`src/rtl/box_target_tx.sv`:
```
// Game-side target transmitter for the Arduino box link: picks a pseudo-random
// box each round, hands it over with a 4-phase strobe/ack, and scores the hit.
module box_target_tx #(
  parameter int unsigned ROUND_CYCLES = 75_000_000,
  parameter int unsigned ACK_TIMEOUT  = 50_000,
  parameter logic [7:0]  LFSR_SEED    = 8'hA5
) (
  input  logic       CLOCK_50,
  input  logic       reset,
  input  logic       start_game,
  input  logic [2:0] box_address,
  input  logic       gpio_ack,
  output logic [2:0] gpio_tgt,
  output logic       gpio_stb,
  output logic [2:0] level_select,
  output logic       hit_pulse,
  output logic       miss_pulse,
  output logic [7:0] hit_count,
  output logic       busy,
  output logic       link_err
);

  localparam logic [2:0] S_IDLE     = 3'd0;
  localparam logic [2:0] S_PICK     = 3'd1;
  localparam logic [2:0] S_SEND     = 3'd2;
  localparam logic [2:0] S_WAIT_ACK = 3'd3;
  localparam logic [2:0] S_WAIT_REL = 3'd4;
  localparam logic [2:0] S_ARMED    = 3'd5;

  localparam int RW = $clog2(ROUND_CYCLES + 1);
  localparam int TW = $clog2(ACK_TIMEOUT + 1);
  localparam logic [RW-1:0] ROUND_LAST = RW'(ROUND_CYCLES - 1);
  localparam logic [TW-1:0] ACK_LAST   = TW'(ACK_TIMEOUT - 1);

  logic [2:0]    state_reg, state_next;
  logic [7:0]    lfsr_reg;
  logic [2:0]    target_reg, prev_tgt_reg;
  logic [1:0]    ack_sync_reg;
  logic [2:0]    box_q_reg, b_prev_reg;
  logic [RW-1:0] round_cnt_reg;
  logic [TW-1:0] to_cnt_reg;
  logic          hit_pulse_reg, miss_pulse_reg, link_err_reg;
  logic [7:0]    hit_count_reg;

  logic       ack_s;
  logic [7:0] lfsr_next;
  logic [2:0] lfsr_mod6, tgt_raw, tgt_pick;
  logic       hit_next, miss_next, link_set_next;

  assign ack_s     = ack_sync_reg[1];
  assign lfsr_next = {lfsr_reg[6:0], lfsr_reg[7] ^ lfsr_reg[5] ^ lfsr_reg[4] ^ lfsr_reg[3]};

  // Boxes are numbered 1..6; never repeat the previous target back to back.
  assign lfsr_mod6 = (lfsr_next[2:0] >= 3'd6) ? (lfsr_next[2:0] - 3'd6) : lfsr_next[2:0];
  assign tgt_raw   = lfsr_mod6 + 3'd1;
  assign tgt_pick  = (tgt_raw != prev_tgt_reg) ? tgt_raw :
                     (tgt_raw == 3'd6)         ? 3'd1    : (tgt_raw + 3'd1);

  always_comb begin
    state_next    = state_reg;
    hit_next      = 1'b0;
    miss_next     = 1'b0;
    link_set_next = 1'b0;
    case (state_reg)
      S_IDLE:     if (start_game && !link_err_reg) state_next = S_PICK;
      S_PICK:     state_next = S_SEND;
      S_SEND:     state_next = S_WAIT_ACK;
      S_WAIT_ACK: begin
        if (ack_s) begin
          state_next = S_WAIT_REL;
        end else if (to_cnt_reg == ACK_LAST) begin
          state_next    = S_IDLE;
          link_set_next = 1'b1;
        end
      end
      S_WAIT_REL: begin
        if (!ack_s) begin
          state_next = S_ARMED;
        end else if (to_cnt_reg == ACK_LAST) begin
          state_next    = S_IDLE;
          link_set_next = 1'b1;
        end
      end
      S_ARMED: begin
        if (box_q_reg == target_reg) begin
          hit_next   = 1'b1;
          state_next = S_PICK;
        end else if (round_cnt_reg == ROUND_LAST) begin
          miss_next  = 1'b1;
          state_next = S_PICK;
        end else if (box_q_reg != 3'd0 && box_q_reg != b_prev_reg) begin
          miss_next  = 1'b1;
        end
      end
      default:    state_next = S_IDLE;
    endcase
    // Stopping the game overrides everything, including a pending score.
    if (!start_game && state_reg != S_IDLE) begin
      state_next    = S_IDLE;
      hit_next      = 1'b0;
      miss_next     = 1'b0;
      link_set_next = 1'b0;
    end
  end

  always_ff @(posedge CLOCK_50) begin
    if (reset) begin
      state_reg      <= S_IDLE;
      lfsr_reg       <= LFSR_SEED;
      target_reg     <= 3'd0;
      prev_tgt_reg   <= 3'd0;
      ack_sync_reg   <= 2'b00;
      box_q_reg      <= 3'd0;
      b_prev_reg     <= 3'd0;
      round_cnt_reg  <= '0;
      to_cnt_reg     <= '0;
      hit_pulse_reg  <= 1'b0;
      miss_pulse_reg <= 1'b0;
      hit_count_reg  <= 8'd0;
      link_err_reg   <= 1'b0;
    end else begin
      state_reg      <= state_next;
      ack_sync_reg   <= {ack_sync_reg[0], gpio_ack};
      box_q_reg      <= box_address;
      b_prev_reg     <= box_q_reg;
      hit_pulse_reg  <= hit_next;
      miss_pulse_reg <= miss_next;
      if (link_set_next) link_err_reg <= 1'b1;
      if (state_reg == S_PICK) begin
        lfsr_reg     <= lfsr_next;
        target_reg   <= tgt_pick;
        prev_tgt_reg <= tgt_pick;
      end
      // Handshake timer restarts on every state change.
      if (state_next != state_reg)
        to_cnt_reg <= '0;
      else if (state_reg == S_WAIT_ACK || state_reg == S_WAIT_REL)
        to_cnt_reg <= to_cnt_reg + TW'(1);
      if (state_reg != S_ARMED)
        round_cnt_reg <= '0;
      else
        round_cnt_reg <= round_cnt_reg + RW'(1);
      if (hit_next && hit_count_reg != 8'hFF)
        hit_count_reg <= hit_count_reg + 8'd1;
      else if (!start_game && state_next == S_IDLE)
        hit_count_reg <= 8'd0;
    end
  end

  always_comb begin
    gpio_stb     = (state_reg == S_WAIT_ACK);
    gpio_tgt     = (state_reg == S_SEND || state_reg == S_WAIT_ACK ||
                    state_reg == S_WAIT_REL || state_reg == S_ARMED) ? target_reg : 3'd0;
    level_select = (state_reg == S_ARMED) ? target_reg : 3'd0;
    busy         = (state_reg != S_IDLE);
  end

  assign hit_pulse  = hit_pulse_reg;
  assign miss_pulse = miss_pulse_reg;
  assign hit_count  = hit_count_reg;
  assign link_err   = link_err_reg;

endmodule
```
`config.mk`:
```
export PLATFORM = sky130hd
export DESIGN_NAME = box_target_tx
export DESIGN_NICKNAME = d
export VERILOG_FILES = /design/src/rtl/box_target_tx.sv
export SDC_FILE = /design/constraint.sdc
export NUM_CORES = 1
export LEC_CHECK = 0
export ABC_CLOCK_PERIOD_IN_PS = 2890
export CORE_AREA = 4 4 118 120
export DETAILED_ROUTE_END_ITERATION = 10
export DIE_AREA = 0 0 122 124
export PLACE_DENSITY_LB_ADDON = 0.15
export SETUP_SLACK_MARGIN = 0.15
export SLEW_MARGIN = 10
export SYNTH_ARGS = -nofsm -noshare
export SYNTH_HDL_FRONTEND = slang
export SYNTH_SLANG_ARGS = --single-unit
export TNS_END_PERCENT = 10
```
`constraint.sdc`:
```
create_clock -name CLOCK_50 -period 2.89 [get_ports CLOCK_50]
set_clock_uncertainty 0.05 [all_clocks]
set_input_delay 0.289 -clock CLOCK_50 [delete_from_list [all_inputs] [get_ports CLOCK_50]]
set_output_delay 0.289 -clock CLOCK_50 [all_outputs]
set_load 0.02 [all_outputs]
```
* After elaboration in Yosys (flattened, before gate mapping) *
Index checks and enable logic that the tools add are counted.

storage, ports and cells
  word-level logic and storage cells = 81
  output and inout port bits = 19
  flip-flop bits (word level) = 76

operators by class
  equality and inequality tests = 14
  multiplexer cells = 25
  $lt $le $gt $ge = 1
  bitwise gates (word level) = 4
  reduce and logical (&&, ||, !) cells = 19
  $add $sub $neg = 6

operators by type and width
  kind                                           count
  two-way mux 3 bit                              12
  adder 27 x 1 -> 27 bit, second input constant  1
  == test 27 bit, second input constant          1
  one-hot mux 3 bit (6 select lines)             1
  adder 16 x 1 -> 16 bit, second input constant  1
  == test 16 bit, second input constant          1
  two-way mux 8 bit                              2
  == test 3 bit, second input constant           3
  two-way mux 1 bit                              9
  != test 3 bit                                  3
  adder 8 x 1 -> 8 bit, second input constant    1
  != test 8 bit, second input constant           1
  adder 3 x 1 -> 3 bit, second input constant    2
  == test 3 x 2 -> 1 bit, second input constant  2
  zero test 3 bit                                2
  nonzero test 3 bit                             2
  logical AND 1 bit                              5
  logical OR 1 bit                               4
  OR reduction 2 bit                             2
  OR reduction 4 bit                             1
  == test 3 x 1 -> 1 bit, second input constant  1
  == test 3 bit                                  1
  >= comparator 3 bit, second input constant     1
  != test 3 bit, second input constant           1
  6 further kinds                                9

* Depth between registers and ports, before layout *
Gate-level depths: netlist of the first run.

  depth in word-level cells = 9
  depth in mapped cells = 9

* Worst setup path after synthesis of the first run *
OpenSTA, ideal clock, no wires.

  kind = register -> register
  from = reg to_cnt_reg[4]
  to = reg to_cnt_reg[6]
  arrival = 1.955 ns
  required time = 2.704 ns
  path slack = 0.749 ns
  cell stages (with the launch flop) = 7
  library setup time = 0.136 ns
  cells stage by stage = dfxtp_1 > or4_4 > nor4_4 > nor2_2 > o41ai_4 > buf_6 > nor3_1

between the ends
  cells in the longest elaborated chain, start to end = 7
  elaborated cells between the ends (all ways) = 9
  those cells by class = add/sub (1); eq/ne (2); mux (5); reduce/logical (1)

RTL lines
  element                                      line    RTL
  start, declared                              41      logic [TW-1:0] to_cnt_reg;
  start signal, assigned                       138     to_cnt_reg <= to_cnt_reg + TW'(1);
  == test 16 bit                               71, 79
  two-way mux 3 bit                            71, 79
  two-way mux 3 bit, on equally long branches  77, 69
  one-hot mux 3 bit (6 select lines)           64      case (state_reg)
  two-way mux 3 bit                            98      if (!start_game && state_reg != S_IDLE) begin
  != test 3 bit                                135     if (state_next != state_reg)
  OR reduction 2 bit (no line)                 --

Several ways; a longest one is shown, not always the timed one.
A chain may end at the register's enable or synchronous reset.

* Worst setup path after layout of the first run *
  from = reg state_reg[0]
  to = out gpio_stb

between the ends
  cells in the longest elaborated chain, start to end = 1

RTL lines
  element                 line  RTL
  start, declared         35    logic [2:0] state_reg, state_next;
  start signal, assigned  122   state_reg <= state_next;
  == test 3 x 2 -> 1 bit  151   gpio_stb = (state_reg == S_WAIT_ACK);
  end, declared           14    output logic gpio_stb,

No other way between the ends.

==> results of run 1 <==
-- kinds of logic after synthesis --
kind of cell | after synthesis | share of synthesized area, %
xor gates and xnor gates | 56 | 13.6
AOI/OAI and AO/OA | 44 | 8.83
adders and majority gates | 8 | 2.63
DFF | 76 | 39.9
and+or+nand+nor | 214 | 30.2
buffers and inverters | 35 | 3.77
muxes | 4 | 1.05
-- worst max-delay path by stage --
| stage | depth (start not counted) | start | end |
|---|---|---|---|
| final | 3 | state_reg[0]$_SDFF_PP0_ | gpio_stb |
| after global routing | 3 | state_reg[0]$_SDFF_PP0_ | gpio_stb |
| after detailed placement | 9 | lfsr_reg[4]$_SDFFE_PP0P_ | prev_tgt_reg[2]$_SDFFE_PP0P_ |
| after floorplan | 6 | to_cnt_reg[4]$_SDFFE_PP0N_ | to_cnt_reg[6]$_SDFFE_PP0N_ |
| after global placement | 6 | state_reg[1]$_SDFF_PP0_ | to_cnt_reg[15]$_SDFFE_PP0N_ |
| after CTS | 3 | state_reg[1]$_SDFF_PP0_ | level_select[2] |
-- where the power goes --
group	internal, W	switching (W)
Clock	0.000859	0.000422
Sequential	0.00111	0.0000835
Combinational	0.000322	0.000422
Total	0.00229	0.000927
-- through the flow --
| step | setup slack, ps | hold WS (ps) | cells | util [%] | instance area [sq um] |
|---|---|---|---|---|---|
| final | 371 | 387 | 639 | 35.3 | 4580 |
| after global routing | 226 | 405 | 639 | 35.3 | 4580 |
| after CTS | 352 | 400 | 639 | 35.3 | 4580 |
| after detailed placement | 581 | 381 | 624 | 32.6 | 4240 |
| after global placement | 645 | 374 | 624 | 32.6 | 4240 |
| after floorplan | 749 | 311 | 437 | - | 3810 |
-- layout by cell type, fill, tap and decap left out, types with 2 or more instances in the layout --
cell type | Yosys | routed
buf_4 | 0 | 5
nand3_1 | 15 | 15
o21ai_0 | 6 | 6
nor4_1 | 4 | 4
nand2_1 | 37 | 37
clkdlybuf4s50_1 | 0 | 25
ha_1 | 8 | 8
dfxtp_1 | 76 | 76
or3b_2 | 2 | 2
a21oi_1 | 14 | 14
nand4_1 | 12 | 12
o22ai_1 | 2 | 2
clkinv_2 | 0 | 2
nand4b_1 | 2 | 2
xor2_1 | 31 | 31
nor3_1 | 19 | 19
and2_1 | 9 | 9
nor4b_1 | 3 | 3
and3_1 | 13 | 13
nand3b_1 | 5 | 5
nor3b_1 | 3 | 3
nor4bb_1 | 2 | 2
a31oi_1 | 3 | 3
nor2b_1 | 10 | 10
nand2b_1 | 4 | 4
bufinv_16 | 0 | 3
nor2_1 | 56 | 56
a21o_1 | 2 | 2
mux2i_1 | 4 | 4
xnor2_1 | 23 | 23
xnor3_1 | 2 | 2
inv_1 | 16 | 16
clkbuf_16 | 0 | 9
and4_1 | 9 | 9
a211o_1 | 2 | 2
-- routing by layer --
layer / wire length [um] / share of wire [%] / up-vias / global-route usage (%)
met5: 0 / 0 / - / 0
met4: 139 / 1.7 / 0 / 4.55
met3: 264 / 3.2 / 13 / 3.36
met2: 3980 / 48 / 37 / 19.3
met1: 3950 / 47 / 1372 / 14.8
li1: - / - / 1549 / -
-- layout make-up --
type | count | area [sq um]
clock buffer | 10 | 239
clock inverter | 5 | 100
tap | 176 | 220
timing repair buffer | 30 | 288
sequential | 76 | 1520
multi-input combinational | 326 | 2150
fill | 1367 | 8400
inverter | 16 | 60.1
-- critical path, cell delays in order (launching register included) --
cell and delay, ps:
dfxtp_1 610, nand3b_1 390, inv_1 210, clkdlybuf4s50_1 630
==> impl_metrics.py, run 1 <==
metrics = {
    "run_status": {
        "status": "completed",
    },
    "synthesis": {
        "syn_area_sq_mm": 0.00381,
        "ys_ff_latch": 76,
        "synth_most_common_cell": "dfxtp_1",
        "seq_area_frac_synth_pct": 39.9,
        "synth_top_area_share_pct": 39.9,
        "synth_cell_types": 58,
        "synth_ff_type": "dfxtp_1",
        "synthesis.instances": 437,
        "async_flop_share_pct": 0,
        "synth-edff-count": 0,
        "synth_top_area_cell": "dfxtp_1",
        "synth_fp_nets": 452,
        "avgSynthCellArea_sq_um": 8.72,
        "yosysWarnings": 0,
        "synth_top_cells_by_area": "dfxtp_1, xor2_1, nor2_1",
        "ys_top_cells_by_count": "dfxtp_1, nor2_1, nand2_1",
    },
    "critical_path": {
        "critPathArrivalTime_ps": 2180,
        "end_kind": "output pin",
        "worstReg2RegStart": "lfsr_reg[4]$_SDFFE_PP0P_",
        "critPathRequiredTime_ps": 2550,
        "worstReg2RegEnd": "prev_tgt_reg[2]$_SDFFE_PP0P_",
        "start_kind": "register",
        "r2r_slack_ps": 590,
        "worst-r2r-cell-count": 9,
        "path_max_fanout": 16,
        "crit_type": "reg2out",
    },
    "hold_path": {
        "worstHoldStart": "ack_sync_reg[0]$_SDFF_PP0_",
        "hold_path_depth": 1,
        "min_path_type": "reg2reg",
        "hold_end": "ack_sync_reg[1]$_SDFF_PP0_",
    },
    "sta": {
        "slew_headroom_pct": 60.4,
        "worst_pin_slew_ps": 592,
        "min_period_ps": 2520,
        "tns_ps": 0,
        "finalSetupViolCount": 0,
        "final_max_slew_viol_count": 0,
        "max_freq_mhz": 397,
        "hold_violations": 0,
        "period_share_pct": 87.2,
        "rsz0062_at_grt": "no",
    },
    "finish": {
        "n_antenna_cell": 0,
        "area_growth_syn_to_layout_pct": 20.0,
        "largest_reg_flops": 27,
        "fin_nets": 474,
        "layout-drive-gt1-share_pct": 6.91,
    },
    "global_route": {
        "grt_max_degree": 29,
        "grt_first_pass_wirelength_mm": 14.3,
        "overflow": 0,
        "grt_pass1_vias": 2957,
        "antenna_found_initial": 0,
        "grt_util_all_layers_pct": 11.8,
    },
    "routing": {
        "wl_mm": 8.33,
        "first_pass_iters": 4,
        "routed_via_density": 4.65,
        "drc": 0,
        "ant_nets": 0,
        "wl_per_cell_um": 13.0,
        "vias": 2971,
        "drt_iter0_drc": 153,
    },
    "run": {
        "drv_cap": 0,
    },
    "floorplanning": {
        "io_pins": 26,
        "die_area_sq_mm": 0.0151,
        "num_rows": 42,
        "dieWidth_um": 122,
        "initial_utilization_pct": 29.4,
        "die_h_um": 124,
        "coreArea_sq_mm": 0.0130,
    },
    "pwr": {
        "p_per_area_mw_per_mm2": 703,
        "vdd_drop_max_mv": 0.317,
        "power_w": 0.00322,
        "leakagePower_nw": 1.62,
    },
    "cts": {
        "clock-sinks": 76,
        "ctsRootBufferMaster": "clkbuf_16",
        "cts_buffer_depth": 2,
        "cts.htree.levels": 3,
        "cts_tree": "built",
        "clock_latency_ps": 330,
        "ctsHoldBuffers": 0,
        "post_cts_buffers": 0,
        "numCtsBuffers": 9,
        "cts_resized": 0,
        "clk_pin_slew_ps": 60,
    },
    "placement": {
        "io_buffers": 25,
        "gp_congestion": 0.807,
        "hpwl_mm": 5.79,
    },
}
Power figures use the tool's default switching activity.
==> run 2, diff against run 1 <==
CORE_AREA = 8 8 122 124   (was 4 4 118 120)
DIE_AREA = 0 0 130 132   (was 0 0 122 124)
==> run 2 against run 1 <==
Against the previous run:
- cell area is 1.5% lower
- die area up 13%
- combinational power about the same
- critical endpoint unchanged
- largest power group is now registers
==> impl_metrics.py, run 2 (synthesis results as in run 1) <==
metrics = {
    "run_status": {
        "status": "completed",
    },
    "hold_path": {
        "hold_end": "lfsr_reg[3]$_SDFFE_PP0P_",
        "hold_path_depth": 2,
        "min_path_type": "reg2reg",
        "worstHoldStart": "lfsr_reg[2]$_SDFFE_PP1P_",
    },
    "floorplanning": {
        "io_pins": 26,
        "coreArea_sq_mm": 0.0130,
        "dieWidth_um": 130,
        "num_rows": 42,
        "initial_utilization_pct": 29.4,
        "die_area_sq_mm": 0.0172,
        "die_h_um": 132,
    },
    "critical_path": {
        "start_kind": "register",
        "worstReg2RegEnd": "prev_tgt_reg[2]$_SDFFE_PP0P_",
        "path_max_fanout": 16,
        "slowest_stage": "clkdlybuf4s50_1",
        "crit_buf_inv": 2,
        "critPathArrivalTime_ps": 2180,
        "crit_family": "buffers and inverters",
        "end_kind": "output pin",
        "critPathRequiredTime_ps": 2550,
        "critPathMaxStageDelay_ps": 630,
        "crit_type": "reg2out",
        "worst-r2r-cell-count": 9,
        "r2r_slack_ps": 570,
        "cp_cell_sequence": "nand3b_1 > inv_1 > clkdlybuf4s50_1",
        "worstReg2RegStart": "lfsr_reg[4]$_SDFFE_PP0P_",
    },
    "cts": {
        "cts.htree.levels": 3,
        "ctsRootBufferMaster": "clkbuf_16",
        "clock_latency_ps": 330,
        "post_cts_buffers": 0,
        "clock-sinks": 76,
        "clk_pin_slew_ps": 60,
        "cts_buffer_depth": 2,
        "cts_tree": "built",
        "cts_resized": 0,
        "ctsHoldBuffers": 0,
        "numCtsBuffers": 9,
    },
    "finish": {
        "n_antenna_cell": 0,
        "fin_nets": 474,
        "area_growth_syn_to_layout_pct": 18.2,
        "largest_reg_flops": 27,
        "layout_common_cells": "dfxtp_1, nor2_1, nand2_1",
        "final-seq-area_sq_mm": 0.00152,
        "mostFrequentLayoutCell": "dfxtp_1",
        "design_area_sq_mm": 0.00451,
        "layout-drive-gt1-share_pct": 6.48,
        "multi_input_area_sq_mm": 0.00215,
        "n_fill_cell": 1363,
    },
    "pwr": {
        "power_w": 0.00297,
        "leakagePower_nw": 1.59,
        "p_per_area_mw_per_mm2": 659,
        "vdd_drop_max_mv": 0.378,
    },
    "global_route": {
        "grt_util_all_layers_pct": 10.2,
        "grt_max_degree": 29,
        "grt_first_pass_wirelength_mm": 14.0,
        "overflow": 0,
        "antenna_found_initial": 0,
        "grt_pass1_vias": 2847,
    },
    "routing": {
        "vias": 2960,
        "wl_per_cell_um": 13.0,
        "ant_nets": 0,
        "drt_iter0_drc": 149,
        "first_pass_iters": 4,
        "routed_via_density": 4.63,
        "wl_mm": 8.30,
        "drc": 0,
    },
    "sta": {
        "finalSetupViolCount": 0,
        "timing.final.ws_setup_ps": 368,
        "min_period_ps": 2520,
        "tns_ps": 0,
        "rsz0062_at_grt": "no",
        "period_share_pct": 87.3,
        "max_freq_mhz": 396,
        "slew_headroom_pct": 59.0,
        "final_max_slew_viol_count": 0,
        "hold_violations": 0,
        "worst_pin_slew_ps": 613,
    },
    "placement": {
        "gp_congestion": 0.734,
        "io_buffers": 25,
        "dpl_cell_area_sq_mm": 0.00424,
        "hpwl_mm": 5.80,
        "preCtsSetupSlack_ps": 559,
    },
    "run": {
        "drv_cap": 0,
    },
}
run 2: worst max path at each step:
stage | slack, ps | startpoint | end | cells after the start
floorplan | 750 | to_cnt_reg[4]$_SDFFE_PP0N_ | to_cnt_reg[6]$_SDFFE_PP0N_ | 6
global placement | 640 | lfsr_reg[4]$_SDFFE_PP0P_ | prev_tgt_reg[2]$_SDFFE_PP0P_ | 9
detailed placement | 560 | lfsr_reg[5]$_SDFFE_PP1P_ | prev_tgt_reg[2]$_SDFFE_PP0P_ | 9
CTS | 370 | state_reg[0]$_SDFF_PP0_ | gpio_stb | 3
global route | 250 | state_reg[0]$_SDFF_PP0_ | gpio_stb | 3
finish | 370 | state_reg[0]$_SDFF_PP0_ | gpio_stb | 3
run 2: metal layers:
| metal | up-vias | wire length [um] | track usage (%) |
|---|---|---|---|
| met1 | 1362 | 3920 | 12.0 |
| met2 | 36 | 4050 | 16.8 |
| met3 | 7 | 272 | 3.88 |
| li1 | 1555 | - | - |
| met5 | - | 0 | 0 |
| met4 | 0 | 58 | 3.10 |
run 2: worst reg2reg max path, delay by kind of cell (launching register included):
family	cells	cell delay, ps
xor+xnor	3	660
fa+ha+maj	1	320
buf+inv	1	140
compound gates	2	470
simple gates	2	280
flops	1	330
run 2: power by group:
group | switching [W] | internal (W) | leakage [nW] | total, W
logic | 0.000426 | 0.000322 | 0.836 | 0.000747
clock network | 0.000408 | 0.000621 | 0.135 | 0.00103
registers | 0.0000844 | 0.00111 | 0.616 | 0.00119
total | 0.000918 | 0.00205 | 1.59 | 0.00297
run 2: per-stage QoR:
step                util, %  cells  hold slack [ps]
floorplan                 -    437              311
global route           34.7    639              422
CTS                    34.7    639              410
detailed placement     32.6    624              399
global placement       32.6    624              372
finish                 34.7    639              407
run 2: area by class of cell:
type / instances / area share, %
multi-input cells: 326 / 47.6
flip-flops and latches: 76 / 33.8
repair buffers: 30 / 6.39
clock inverters: 2 / 0.222
clock buffers: 13 / 5.77
well taps: 176 / 4.89
inverters: 16 / 1.33
==> run 3, diff against run 2 <==
ABC_AREA = 1   (was default)
CORE_AREA = 8 8 125 127   (was 8 8 122 124)
DIE_AREA = 0 0 133 135   (was 0 0 130 132)
==> run 3 against run 2 <==
Against the previous run:
- routed wire length is 11% higher
- maximum frequency is 3.1% higher
- sequential power is 8% lower
- highest routed layer unchanged
==> impl_metrics.py, run 3 <==
metrics = {
    "run_status": {
        "status": "completed",
    },
    "pwr": {
        "vdd_drop_max_mv": 0.360,
        "leakagePower_nw": 1.74,
        "p_per_area_mw_per_mm2": 549,
    },
    "routing": {
        "routed_via_density": 4.48,
        "wl_per_cell_um": 11.9,
        "drc": 0,
        "ant_nets": 0,
        "first_pass_iters": 4,
        "wl_mm": 9.25,
        "vias": 3475,
        "drt_iter0_drc": 161,
    },
    "cts": {
        "clock_latency_ps": 340,
        "post_cts_buffers": 0,
        "clk_pin_slew_ps": 60,
        "ctsRootBufferMaster": "clkbuf_16",
        "cts_tree": "built",
        "cts_buffer_depth": 2,
        "cts.htree.levels": 3,
        "cts_resized": 0,
        "clock-sinks": 76,
        "numCtsBuffers": 9,
        "ctsHoldBuffers": 0,
    },
    "critical_path": {
        "start_kind": "register",
        "critPathArrivalTime_ps": 2110,
        "cp_cell_sequence": "inv_2 > nor3_2 > inv_2 > nand2_1 > nor2_1 > nor2_1 > clkdlybuf4s50_1",
        "path_max_fanout": 7,
        "critPathRequiredTime_ps": 2550,
        "critPathMaxStageDelay_ps": 610,
        "end_kind": "output pin",
        "slowest_stage": "clkdlybuf4s50_1",
        "crit_type": "reg2out",
    },
    "floorplanning": {
        "initial_utilization_pct": 29.4,
        "die_area_sq_mm": 0.0180,
        "io_pins": 26,
        "coreArea_sq_mm": 0.0136,
        "dieWidth_um": 133,
        "die_h_um": 135,
        "num_rows": 43,
    },
    "sta": {
        "hold_violations": 0,
        "slew_headroom_pct": 65.8,
        "rsz0062_at_grt": "no",
        "timing.final.ws_setup_ps": 442,
        "whs_ps": 353,
        "min_period_ps": 2450,
        "finalSetupViolCount": 0,
        "period_share_pct": 84.7,
        "final_max_slew_viol_count": 0,
        "max_freq_mhz": 409,
        "tns_ps": 0,
        "worst_pin_slew_ps": 512,
    },
    "global_route": {
        "grt_max_degree": 22,
        "antenna_found_initial": 0,
        "grt_util_all_layers_pct": 10.9,
        "grt_first_pass_wirelength_mm": 16.0,
        "overflow": 0,
        "grt_pass1_vias": 3343,
    },
    "synthesis": {
        "seq_area_frac_synth_pct": 38.1,
        "synth_top_area_cell": "dfxtp_1",
        "synth_ff_type": "dfxtp_1",
        "synth_top_cells_by_area": "dfxtp_1, nand2_1, nor2_1",
        "ys_ff_latch": 76,
        "avgSynthCellArea_sq_um": 7.10,
        "synth-edff-count": 0,
        "synth_fp_nets": 578,
        "syn_area_sq_mm": 0.00400,
        "synth_most_common_cell": "nand2_1",
        "ys_top_cells_by_count": "nand2_1, nor2_1, dfxtp_1",
        "synthesis.instances": 563,
        "yosysWarnings": 0,
        "synth_cell_types": 38,
        "synth_top_area_share_pct": 38.1,
        "async_flop_share_pct": 0,
    },
    "hold_path": {
        "min_path_type": "reg2reg",
    },
    "placement": {
        "dpl_cell_area_sq_mm": 0.00443,
        "hpwl_mm": 6.90,
        "post-place-cells": 761,
        "gp_congestion": 0.823,
        "io_buffers": 25,
        "preCtsSetupSlack_ps": 748,
    },
    "finish": {
        "layout_common_cells": "nand2_1, nor2_1, dfxtp_1",
        "fin_nets": 607,
        "mostFrequentLayoutCell": "nand2_1",
        "n_fill_cell": 1457,
        "largest_reg_flops": 27,
        "design_area_sq_mm": 0.00474,
        "layout-drive-gt1-share_pct": 9.23,
        "area_growth_syn_to_layout_pct": 18.5,
        "n_antenna_cell": 0,
        "instances_no_fill": 776,
    },
    "run": {
        "drv_cap": 0,
    },
}
run 3: changes by cell type after synthesis, sizes merged, moves of 14 or more:
cell / delta
a21oi: +22
inv: +62
nand2: +83
nand3: +19
nor2: +31
o21ai: +16
xnor2: -14
xor2: -14
run 3: final timing paths:
check                        startpoint                            to  slack [ps]  depth (start not counted)
min reg2reg  ack_sync_reg[0]$_SDFF_PP0_    ack_sync_reg[1]$_SDFF_PP0_         350                          2
max             state_reg[2]$_SDFF_PP0_                   gpio_tgt[2]         440                          7
min          ack_sync_reg[0]$_SDFF_PP0_    ack_sync_reg[1]$_SDFF_PP0_         350                          2
max reg2reg    lfsr_reg[4]$_SDFFE_PP0P_  prev_tgt_reg[1]$_SDFFE_PP0P_         750                         13
run 3: worst max-delay path: cells and delay by family, from the launching register on:
family / cells / cell delay, ps
buffers and inverters: 3 / 850
flip-flops: 1 / 510
AND/OR/NAND/NOR: 4 / 410
run 3: final cells by class:
cell class	instances	area, sq um	share of cell area (%)
inverter	79	297	6.26
clock buffer	14	274	5.79
sequential	76	1520	32.1
clock inverter	1	30.0	0.634
tap	180	225	4.76
multi-input combinational	399	2120	44.8
timing repair buffer	27	265	5.60
run 3: per-layer routing:
layer / track usage (%) / wire length [um] / vias to the layer above / part of all wire [%]
li1: - / - / 1850 / -
met4: 6.06 / 218 / 0 / 2.4
met1: 13.3 / 4410 / 1553 / 48
met3: 2.30 / 406 / 12 / 4.4
met2: 17.6 / 4220 / 60 / 46
met5: 0 / 0 / - / 0
run 3: cell families (layout without fill, tap and decap cells):
group	count (synthesis)	count (layout)	share of synthesized area [%]
AND/OR/NAND/NOR	296	296	35.5
AO/OA/AOI/OAI	68	68	9.18
flip-flops	76	76	38.1
buffers and inverters	88	121	8.77
multiplexers	1	1	0.251
adder cells (fa/ha/maj)	8	8	2.51
XOR/XNOR	26	26	5.70
run 3: per-stage QoR:
stage	util, %	power [W]
after floorplan	-	0.00140
after global placement	32.6	0.00147
after detailed placement	32.6	0.00147
after CTS	34.8	0.00265
after global routing	34.8	0.00274
final	34.8	0.00260
run 3: where the power goes:
group	switching (W)	leakage [nW]	internal (W)
clock network	0.000417	0.149	0.000735
registers	0.0000274	0.616	0.00108
logic	0.000224	0.972	0.000120
total	0.000668	1.74	0.00193
